File: src/rtl/mem_port_arbiter.sv
// Two-requester arbiter in front of a simple-dual-port synchronous RAM.
// The instruction-fetch (IF) port is read-only; the load/store (LS) port reads
// or writes. The single RAM read port is shared round-robin. A read that hits
// the address being written in the same cycle is held off for one cycle,
// because the RAM would return the old word. Read data comes back one cycle
// after the grant, steered by a registered owner tag.
module mem_port_arbiter #(
    parameter int DATA_WIDTH = 32,
    parameter int ADDR_WIDTH = 4
) (
    input  logic                  clk,
    input  logic                  reset,
    input  logic                  if_req,
    input  logic [ADDR_WIDTH-1:0] if_addr,
    output logic                  if_gnt,
    output logic                  if_rvalid,
    output logic [DATA_WIDTH-1:0] if_rdata,
    input  logic                  ls_req,
    input  logic                  ls_we,
    input  logic [ADDR_WIDTH-1:0] ls_addr,
    input  logic [DATA_WIDTH-1:0] ls_wdata,
    output logic                  ls_gnt,
    output logic                  ls_rvalid,
    output logic [DATA_WIDTH-1:0] ls_rdata,
    output logic [ADDR_WIDTH-1:0] ram_read_address,
    output logic [ADDR_WIDTH-1:0] ram_write_address,
    output logic                  ram_write,
    output logic [DATA_WIDTH-1:0] ram_din,
    input  logic [DATA_WIDTH-1:0] ram_dout
);

    typedef enum logic {
        REQ_IF = 1'b0,
        REQ_LS = 1'b1
    } req_e;

    typedef enum logic [1:0] {
        OWN_NONE = 2'd0,
        OWN_IF   = 2'd1,
        OWN_LS   = 2'd2
    } owner_e;

    logic   ls_wr_s;
    logic   if_cand_s;
    logic   ls_cand_s;
    logic   if_rd_gnt_s;
    logic   ls_rd_gnt_s;
    req_e   last_rd_r;
    req_e   last_rd_nxt_s;
    owner_e owner_r;
    owner_e owner_nxt_s;

    // Grant decision: writes always go, reads are masked on a same-address
    // write, and two live read candidates are split by the round-robin pointer.
    always_comb begin
        ls_wr_s       = ls_req & ls_we;
        if_cand_s     = if_req & ~(ls_wr_s & (if_addr == ls_addr));
        ls_cand_s     = ls_req & ~ls_we;
        if_rd_gnt_s   = 1'b0;
        ls_rd_gnt_s   = 1'b0;
        last_rd_nxt_s = last_rd_r;
        owner_nxt_s   = OWN_NONE;
        if (if_cand_s && ls_cand_s) begin
            if (last_rd_r == REQ_LS) begin
                if_rd_gnt_s = 1'b1;
            end else begin
                ls_rd_gnt_s = 1'b1;
            end
        end else begin
            if_rd_gnt_s = if_cand_s;
            ls_rd_gnt_s = ls_cand_s;
        end
        if (if_rd_gnt_s) begin
            last_rd_nxt_s = REQ_IF;
            owner_nxt_s   = OWN_IF;
        end else if (ls_rd_gnt_s) begin
            last_rd_nxt_s = REQ_LS;
            owner_nxt_s   = OWN_LS;
        end else begin
            last_rd_nxt_s = last_rd_r;
            owner_nxt_s   = OWN_NONE;
        end
    end

    // RAM-side and grant outputs; idle address/data buses are parked at zero.
    always_comb begin
        if_gnt            = if_rd_gnt_s;
        ls_gnt            = ls_wr_s | ls_rd_gnt_s;
        ram_write         = ls_wr_s;
        ram_write_address = {ADDR_WIDTH{1'b0}};
        ram_din           = {DATA_WIDTH{1'b0}};
        ram_read_address  = {ADDR_WIDTH{1'b0}};
        if (ls_wr_s) begin
            ram_write_address = ls_addr;
            ram_din           = ls_wdata;
        end else begin
            ram_write_address = {ADDR_WIDTH{1'b0}};
            ram_din           = {DATA_WIDTH{1'b0}};
        end
        if (if_rd_gnt_s) begin
            ram_read_address = if_addr;
        end else if (ls_rd_gnt_s) begin
            ram_read_address = ls_addr;
        end else begin
            ram_read_address = {ADDR_WIDTH{1'b0}};
        end
    end

    // Round-robin pointer and owner tag of the read in flight; reset drops it.
    always_ff @(posedge clk or posedge reset) begin
        if (reset) begin
            last_rd_r <= REQ_LS;
            owner_r   <= OWN_NONE;
        end else begin
            last_rd_r <= last_rd_nxt_s;
            owner_r   <= owner_nxt_s;
        end
    end

    // Steer the RAM output to the owner of the previous cycle's read.
    always_comb begin
        if_rvalid = (owner_r == OWN_IF);
        ls_rvalid = (owner_r == OWN_LS);
        if_rdata  = {DATA_WIDTH{1'b0}};
        ls_rdata  = {DATA_WIDTH{1'b0}};
        if (owner_r == OWN_IF) begin
            if_rdata = ram_dout;
        end else if (owner_r == OWN_LS) begin
            ls_rdata = ram_dout;
        end else begin
            if_rdata = {DATA_WIDTH{1'b0}};
            ls_rdata = {DATA_WIDTH{1'b0}};
        end
    end

endmodule

File: config.mk
export PLATFORM = sky130hd
export DESIGN_NAME = mem_port_arbiter
export DESIGN_NICKNAME = d
export VERILOG_FILES = /design/src/rtl/mem_port_arbiter.sv
export SDC_FILE = /design/constraint.sdc
export NUM_CORES = 1
export LEC_CHECK = 0
export ABC_AREA = 1
export CORE_MARGIN = 10
export CORE_UTILIZATION = 22
export CTS_CLUSTER_SIZE = 16
export DETAILED_ROUTE_END_ITERATION = 10
export GPL_TIMING_DRIVEN = 0
export PLACE_DENSITY = 0.89
export SYNTH_ARGS = -nofsm -noshare
export SYNTH_HDL_FRONTEND = slang
export SYNTH_SLANG_ARGS = --single-unit
File: constraint.sdc
create_clock -name clk -period 2.1 [get_ports clk]
set_input_delay 0.315 -clock clk [delete_from_list [all_inputs] [get_ports clk]]
set_output_delay 0.315 -clock clk [all_outputs]
set_load 0.1 [all_outputs]
==> results of run 1 <==
[per-layer routing]
layer	vias up	part of all wire	routed length, um	global-route usage
met5	-	0	0	0
li1	997	-	-	-
met3	6	0.13	918	0.0835
met4	0	0.0096	66	0.0353
met1	847	0.34	2340	0.162
met2	113	0.52	3560	0.319
[report_power, final]
group	leakage (nW)	switching (mW)	internal, mW
combinational	1.59	0.932	0.288
clock	0.0228	0.0349	0.129
sequential	0.0355	0.00380	0.0649
[stage by stage]
step	power (mW)	util
after floorplan	0.973	-
after global placement	1.33	0.727
after detailed placement	1.34	0.727
after CTS	1.47	0.725
after global routing	1.51	0.694
final	1.45	0.694
[area by class of cell]
type	instances	area share
clock buffers	4	0.0150
well taps	52	0.0217
plain buffers	10	0.0192
flip-flops and latches	3	0.0254
repair buffers	185	0.552
multi-input cells	139	0.267
inverters	80	0.100
[registers in the layout (all words and copies together), names as in the netlist]
name       flops
last_rd_r      1
owner_r        2
[cell families after synthesis]
logic type | after synthesis | share of synthesized area
buffers and inverters | 90 | 0.361
and+or+nand+nor | 138 | 0.556
DFF | 3 | 0.0783
AOI/OAI and AO/OA | 1 | 0.00513
[worst min path at each step]
stage / start / end / cells after the start
global route: reset / owner_r[1]$_DFF_PP0_ / 2
detailed placement: last_rd_r$_DFFE_PP1P_ / last_rd_r$_DFFE_PP1P_ / 2
finish: reset / owner_r[0]$_DFF_PP0_ / 2
CTS: reset / owner_r[0]$_DFF_PP0_ / 2
global placement: last_rd_r$_DFFE_PP1P_ / last_rd_r$_DFFE_PP1P_ / 2
floorplan: reset / owner_r[0]$_DFF_PP0_ / 1
[layout by cell type, fill, tap and decap left out]
cell | synthesis | routed
dfstp_2 | 1 | 1
clkdlybuf4s18_2 | 0 | 4
clkbuf_4 | 0 | 5
clkdlybuf4s15_2 | 0 | 30
nor2_1 | 106 | 8
nand2_2 | 1 | 1
inv_1 | 77 | 77
dlygate4sd2_1 | 0 | 1
clkbuf_1 | 1 | 1
buf_6 | 0 | 18
nor2_4 | 0 | 1
nor2_2 | 1 | 98
nand2_1 | 24 | 24
buf_4 | 1 | 9
a21oi_2 | 0 | 1
inv_2 | 3 | 3
clkdlybuf4s50_1 | 0 | 76
dfrtp_1 | 2 | 2
clkbuf_8 | 0 | 3
buf_2 | 8 | 49
nand4_1 | 5 | 5
nand3_2 | 1 | 1
clkbuf_2 | 0 | 3
[repair_timing]
item | 4_1_cts | 5_1_grt
resized for setup | 432 | 91
endpoints found under the setup margin | 109 | 61
hold buffers | 0 | 0
pin swaps | 0 | 0
buffers inserted | 0 | 0
[cell usage after synthesis]
library cell	n
clkbuf_1	1
inv_2	3
buf_4	1
buf_2	8
dfstp_2	1
dfrtp_1	2
nand2_1	24
nand4_1	5
inv_1	77
nand3_2	1
nand2_2	1
nor2_2	1
nor2_1	106
a21oi_1	1
[worst max-delay path, stage by stage]
cell and delay [ns]:
clkdlybuf4s50_1 0.50, nand2_1 0.09, clkbuf_2 0.24, nor2_2 0.12
buf_2 0.44
==> impl_metrics.tcl, run 1 <==
set metrics [dict create \
    leakagePower_nw 1.64 \
    crit_end "ram_din[11]" \
    h-tree-depth 1 \
    crit_start "ls_we" \
    detailed_place.area_um2 3150 \
    path_clk_slew_ns 0.03 \
    place_ws_ns -0.869 \
    wl_mm 6.89 \
    ys.warnings.count 0 \
    timing.slew.headroom 0.337 \
    layoutNonFillerInstCount 473 \
    syn_inst 232 \
    cts.sinks 3 \
    worstSetupPathType "in -> out" \
    yosysTopAreaCell "nor2_1" \
    cts_buffers 3 \
    ir_drop_mv 0.259 \
    cellPowerDensity_nw_per_um2 484 \
    worstReg2RegStart "last_rd_r$_DFFE_PP1P_" \
    rrSetupSlack_ns 1.19 \
    final_layout_size_suffix_gt1_frac 0.539 \
    gp_congestion 0.823 \
    detail_route.wl_per_cell_um 14.6 \
    start_util 0.225 \
    synth_cell_types 14 \
    min_period_ns 2.03 \
    overflow 0 \
    nFillCells 403 \
    worstHoldPathType "in -> async" \
    die-height_um 86.6 \
    place_inst 469 \
    cts_tree "yes" \
    core-area_um2 4320 \
    synth-seq-cells 3 \
    reg2reg_depth 3 \
    grt_max_degree 11 \
    synth_top_area_share 0.408 \
    slew_violations 0 \
    clockBufferDepth 2 \
    rows 24 \
    cp.required_ns 1.78 \
    setup_tns_ns 0 \
    setup_violations 0 \
    hpwlAfterDp_mm 6.29 \
    cp-end-kind "primary output" \
    viasPerCell 4.15 \
    firstDrtPassIters 4 \
    drc_errors 0 \
    drtIter0Drc 25 \
    worst_slack_ns 0.0705 \
    grt_pass1_wl_mm 10.5 \
    cts_root_buf "clkbuf_8" \
    die_w_um 86.6 \
    critPathMaxFanout 10 \
    io_buffers 185 \
    max_freq_mhz 493 \
    regArea_um2 76.3 \
    multi_input_area_um2 801 \
    cp-start-kind "primary input" \
    status "finished clean" \
    hold_viol 0 \
    yosys-top-cells-area "nor2_1, inv_1, nand2_1, dfrtp_1, buf_2" \
    die-area_um2 7490 \
    fin_crit_sh 0.966 \
    ant_nets 0 \
    ys_seq_area_frac 0.0783 \
    synth_area_um2 975 \
    grt.total_usage 0.170 \
    diodes 0 \
    clock_skew_ns 0.00161 \
    area_delta_synth_final_pct 208 \
    worst_pin_slew_ns 0.998 \
    first_global_vias 2091 \
    worstReg2RegEnd "owner_r[1]$_DFF_PP0_" \
    hold_ws_ns 0.269 \
    critical_path_arrival_ns 1.71 \
    syn_area_per_cell_um2 4.20 \
    grt_antenna_before_repair 0 \
    final_cell_area_um2 3000 \
    num_io_pins 186 \
    synthesis.nets 309 \
    rsz0062_at_grt "false" \
    fin_nets 499 \
    clk_latency_ns 0.21 \
    vias 1963 \
    drv_cap 0 \
]
(Power assumes the default switching activity.)
==> inputs of run 2 (changes only) <==
==> constraint.sdc (replaced) <==
create_clock -name clk -period 2.1 [get_ports clk]
set_input_delay 0.21 -clock clk [delete_from_list [all_inputs] [get_ports clk]]
set_output_delay 0.21 -clock clk [all_outputs]
set_load 0.1 [all_outputs]
==> run 2 against run 1 <==
  * First-iteration DRC count is 36% higher
  * Clock power hardly changed
  * Non-clock buffer count stayed put
  * Core utilization is 1.0 points higher
  * Routed wire length is 0.15% lower
  * Critical endpoint is now ram_din[27]
  * Largest cell class unchanged
  * Largest power group unchanged
==> impl_metrics.tcl, run 2 (synthesized netlist as in run 1, its figures left out) <==
set metrics [dict create \
    largest_reg_flops 2 \
    diodes 0 \
    wl_mm 6.88 \
    cts_buffers 3 \
    h-tree-depth 1 \
    critical_path_arrival_ns 1.83 \
    drv_cap 0 \
    detailed_place.area_um2 3060 \
    drtIter0Drc 34 \
    final_cell_area_um2 3050 \
    regMostFlops "owner_r" \
    timing.slew.headroom 0.323 \
    die_w_um 86.6 \
    viasPerCell 4.04 \
    die-height_um 86.6 \
    start_util 0.225 \
    cts.sinks 3 \
    cts_root_buf "clkbuf_8" \
    grt_max_degree 11 \
    clockBufferDepth 2 \
    cts_tree "yes" \
    first_global_vias 2118 \
    grt_antenna_before_repair 0 \
    fin_util 0.705 \
    worstSetupPathType "in -> out" \
    ant_nets 0 \
    status "finished clean" \
    max_freq_mhz 491 \
    worst_pin_slew_ns 1.02 \
    overflow 0 \
    leakagePower_nw 1.59 \
    grt.total_usage 0.174 \
    critPathMaxFanout 10 \
    gp_congestion 0.822 \
    cp.required_ns 1.89 \
    io_buffers 185 \
    final_common_cell "inv_1" \
    path_clk_slew_ns 0.03 \
    area_delta_synth_final_pct 213 \
    die-area_um2 7490 \
    detail_route.wl_per_cell_um 14.5 \
    most-common-layout-cells "inv_1, clkdlybuf4s50_1, clkdlybuf4s15_2" \
    slew_violations 0 \
    hold_viol 0 \
    clk_latency_ns 0.21 \
    cts_setup_buffers 0 \
    final_layout_size_suffix_gt1_frac 0.447 \
    setup_violations 0 \
    core-area_um2 4320 \
    cp-end-kind "primary output" \
    rows 24 \
    grt_pass1_wl_mm 10.8 \
    worstHoldPathType "in -> async" \
    nFillCells 370 \
    hpwlAfterDp_mm 6.24 \
    num_io_pins 186 \
    clock_skew_ns 0.00330 \
    rsz0062_at_grt "false" \
    ir_drop_mv 0.219 \
    cellPowerDensity_nw_per_um2 472 \
    cp-start-kind "primary input" \
    vias 1913 \
    min_period_ns 2.04 \
    ctsHoldBuffers 0 \
    setup_tns_ns 0 \
    fin_nets 499 \
    firstDrtPassIters 4 \
    largestRegisters "owner_r: 2 flops, last_rd_r: 1 flops" \
    drc_errors 0 \
    rrSetupSlack_ns 1.17 \
    fin_crit_sh 0.971 \
    hold_ws_ns 0.174 \
]
run 2: cell count changes in the layout (fill, tap and decap cells not counted), sizes merged:
| cell | before | now |
|---|---|---|
| clkdlybuf4s18 | 4 | 16 |
| clkbuf | 12 | 8 |
| buf | 76 | 32 |
| clkdlybuf4s15 | 30 | 64 |
| dlygate4sd2 | 1 | 3 |
run 2: area by class of cell:
| type | count | area, um^2 | share of cell area |
|---|---|---|---|
| Buffer | 10 | 51.3 | 0.0168 |
| Tap cell | 52 | 65.1 | 0.0214 |
| Multi-Input combinational cell | 139 | 711 | 0.233 |
| Timing Repair Buffer | 185 | 1800 | 0.590 |
| Clock buffer | 4 | 45.0 | 0.0148 |
| Sequential cell | 3 | 76.3 | 0.0251 |
| Inverter | 80 | 300 | 0.0986 |
run 2: report_power, final:
group / total (mW) / internal (mW) / switching, mW
clock: 0.166 / 0.129 / 0.0364
combinational: 1.20 / 0.286 / 0.917
sequential: 0.0683 / 0.0649 / 0.00346
total: 1.44 / 0.480 / 0.957
run 2: per-stage QoR:
step           setup WS [ns]  instances  power, mW
2_1_floorplan         -0.185        232      0.955
3_3_place_gp          -0.555        469       1.32
3_5_place_dp          -0.589        469       1.32
4_1_cts              0.00237        473       1.47
5_1_grt              0.00125        473       1.50
6_report              0.0615        473       1.44
run 2: metal layers:
layer	vias to the layer above	routed length (um)	track usage
li1	998	-	-
met1	784	2390	0.166
met2	127	3360	0.313
met3	4	1070	0.101
met4	0	48	0.0368
met5	-	0	0
run 2: worst max-delay path, stage by stage:
cell and delay (ns):
clkdlybuf4s50_1 0.50, nand2_1 0.10, buf_2 0.20, buf_4 0.18, nor2_1 0.08, clkdlybuf4s18_2 0.54
run 2: worst paths after layout:
check | startpoint | to | depth (start not counted)
max in group asynchronous | reset | last_rd_r$_DFFE_PP1P_ | 2
hold / removal | reset | owner_r[1]$_DFF_PP0_ | 2
setup / recovery | ls_we | ram_din[27] | 6
hold reg to reg | last_rd_r$_DFFE_PP1P_ | last_rd_r$_DFFE_PP1P_ | 2
setup reg to reg | last_rd_r$_DFFE_PP1P_ | owner_r[1]$_DFF_PP0_ | 3
min in group clk | last_rd_r$_DFFE_PP1P_ | last_rd_r$_DFFE_PP1P_ | 2
run 2: repair_timing:
| action | 4_1_cts | 5_1_grt |
|---|---|---|
| endpoints found under the hold margin | 0 | 0 |
| gates resized for setup | 315 | 68 |
| endpoints found under the setup margin | 109 | 42 |
| pin swaps | 0 | 0 |
==> inputs of run 3 (changes only) <==
--- a/config.mk
+++ b/config.mk
@@ -7,11 +7,11 @@
 export LEC_CHECK = 0
 export ABC_AREA = 1
 export CORE_MARGIN = 10
-export CORE_UTILIZATION = 22
+export CORE_UTILIZATION = 20
 export CTS_CLUSTER_SIZE = 16
 export DETAILED_ROUTE_END_ITERATION = 10
 export GPL_TIMING_DRIVEN = 0
-export PLACE_DENSITY = 0.89
+export PLACE_DENSITY = 0.82
 export SYNTH_ARGS = -nofsm -noshare
 export SYNTH_HDL_FRONTEND = slang
 export SYNTH_SLANG_ARGS = --single-unit
==> constraint.sdc (replaced) <==
create_clock -name clk -period 1.9 [get_ports clk]
set_input_delay 0.19 -clock clk [delete_from_list [all_inputs] [get_ports clk]]
set_output_delay 0.19 -clock clk [all_outputs]
set_load 0.1 [all_outputs]
==> run 3 against run 2 <==
  * Clock-buffer cell count unchanged
  * Worst hold slack worse by 0.029 ns
  * First-iteration DRC count shrank 29%
  * Power up 12%
  * Non-clock buffer count is the same
  * Core utilization shrank 7.1 points
  * Routed wire length decreased by 0.22%
  * Combinational power is 13% higher
  * Via count is the same
  * Final cell count rose by 3.2%
  * Sequential cell count unchanged
  * Clock skew is essentially flat
  * Critical endpoint is now ls_rdata[11]
  * Largest cell class unchanged
  * Largest power group unchanged
==> impl_metrics.tcl, run 3 (synthesized netlist as in run 1, its figures left out) <==
set metrics [dict create \
    h-tree-depth 1 \
    worstPathCellList "nor2_4, inv_2, buf_4, nor2_4, clkdlybuf4s15_2" \
    leakagePower_nw 1.64 \
    diodes 0 \
    vias 1913 \
    fin_crit_sh 0.967 \
    drtIter0Drc 24 \
    busiest_layer "met2" \
    intPower_mw 0.538 \
    cts.sinks 3 \
    status "finished clean" \
    final_common_cell "nor2_2" \
    cp.required_ns 1.71 \
    hold_viol 0 \
    worstSetupPathType "reg -> out" \
    max_freq_mhz 544 \
    die_w_um 89.8 \
    p_sw_frac 0.666 \
    gp_congestion 0.776 \
    die-height_um 89.8 \
    hpwlAfterDp_mm 6.30 \
    io_buffers 185 \
    rsz0062_at_grt "false" \
    place_inst 484 \
    start_util 0.206 \
    most-common-layout-cells "nor2_2, inv_1, clkdlybuf4s50_1" \
    ant_nets 0 \
    final_cell_area_um2 2990 \
    num_io_pins 186 \
    cp-start-kind "register" \
    detail_route.wl_per_cell_um 14.1 \
    switchingPower_mw 1.08 \
    cellPowerDensity_nw_per_um2 539 \
    largestRegisters "owner_r: 2 flops, last_rd_r: 1 flops" \
    firstDrtPassIters 4 \
    clk_latency_ns 0.22 \
    critPathMaxFanout 10 \
    largest_reg_flops 2 \
    slew_violations 0 \
    timing.slew.headroom 0.333 \
    rows 25 \
    cts_root_buf "clkbuf_8" \
    cp-end-kind "primary output" \
    core-area_um2 4720 \
    grt_max_degree 11 \
    fin_util 0.634 \
    final_layout_size_suffix_gt1_frac 0.501 \
    grt.total_usage 0.161 \
    cts_tree "yes" \
    drv_cap 0 \
    grt_use_met1 0.168 \
    detailed_place.area_um2 3150 \
    grt_antenna_before_repair 0 \
    nFillCells 468 \
    setup_violations 0 \
    path_clk_slew_ns 0.03 \
    wl_mm 6.86 \
    regMostFlops "owner_r" \
    viasPerCell 3.92 \
    p_seq_frac 0.047 \
    cts_buffers 3 \
    clock_skew_ns 0.00340 \
    ir_drop_mv 0.290 \
    cp_top_family "buffers and inverters" \
    drc_errors 0 \
    critPathMostFrequentCell "nor2_4" \
    area_delta_synth_final_pct 207 \
    layoutNonFillerInstCount 488 \
    cts_setup_buffers 0 \
    fin_nets 499 \
    critical_path_arrival_ns 1.65 \
    first_global_vias 1956 \
    ctsHoldBuffers 0 \
    clockPowerShare 0.116 \
    worstHoldPathType "in -> async" \
    overflow 0 \
    min_period_ns 1.84 \
    slowest_delay_ns 0.56 \
    clockBufferDepth 2 \
    grt_util_met2 0.299 \
    combinationalPowerShare 0.837 \
    gr-usage-met3 0.0623 \
    grt_pass1_wl_mm 10.7 \
    slowest_stage "clkdlybuf4s15_2" \
    die-area_um2 8070 \
    crit_buf_inv 3 \
    worst_pin_slew_ns 1.00 \
]
run 3: per-stage QoR:
stage / power [mW] / TNS, ns / setup slack, ns / hold slack, ns
detailed placement: 1.48 / -53.26 / -0.812 / 0.379
CTS: 1.61 / 0 / 0.00272 / 0.149
floorplan: 1.07 / -8.98 / -0.344 / -0.0571
global route: 1.69 / 0 / 0.000712 / 0.180
finish: 1.61 / 0 / 0.0627 / 0.145
global placement: 1.47 / -52.08 / -0.794 / 0.368
run 3: repair_timing:
| item | 4_1_cts | 5_1_grt |
|---|---|---|
| pin swaps | 0 | 0 |
| gates resized for setup | 478 | 84 |
| setup endpoints to repair | 109 | 67 |
run 3: cell type report:
cell class	count	area, um^2	area share
plain buffers	10	53.8	0.0180
clock buffers	4	45.0	0.0151
inverters	80	300	0.100
multi-input cells	139	788	0.263
flip-flops and latches	3	76.3	0.0255
well taps	67	83.8	0.0280
repair buffers	185	1650	0.550
run 3: final timing paths:
path,startpoint,endpoint,slack (ns),cells after the start
worst max-delay path,owner_r[0]$_DFF_PP0_,ls_rdata[11],0.06,5
worst min-delay path,reset,owner_r[1]$_DFF_PP0_,0.15,2
worst max register to register,last_rd_r$_DFFE_PP1P_,owner_r[1]$_DFF_PP0_,0.98,3
worst min register to register,last_rd_r$_DFFE_PP1P_,last_rd_r$_DFFE_PP1P_,0.47,2
max in group asynchronous,reset,last_rd_r$_DFFE_PP1P_,1.55,2
min in group clk,last_rd_r$_DFFE_PP1P_,last_rd_r$_DFFE_PP1P_,0.47,2
run 3: power by group through the flow:
stage	combinational, mW	clock [mW]	sequential [mW]
4_1_cts	1.34	0.196	0.0757
2_1_floorplan	0.999	0	0.0756
3_5_place_dp	1.40	0	0.0761
3_3_place_gp	1.40	0	0.0763
5_1_grt	1.41	0.201	0.0767
6_report	1.35	0.188	0.0758
run 3: per-layer routing:
| layer | part of all wire | up-vias |
|---|---|---|
| li1 | - | 999 |
| met1 | 0.39 | 795 |
| met2 | 0.50 | 117 |
| met3 | 0.11 | 2 |
| met4 | 0.0050 | 0 |
| met5 | 0 | - |
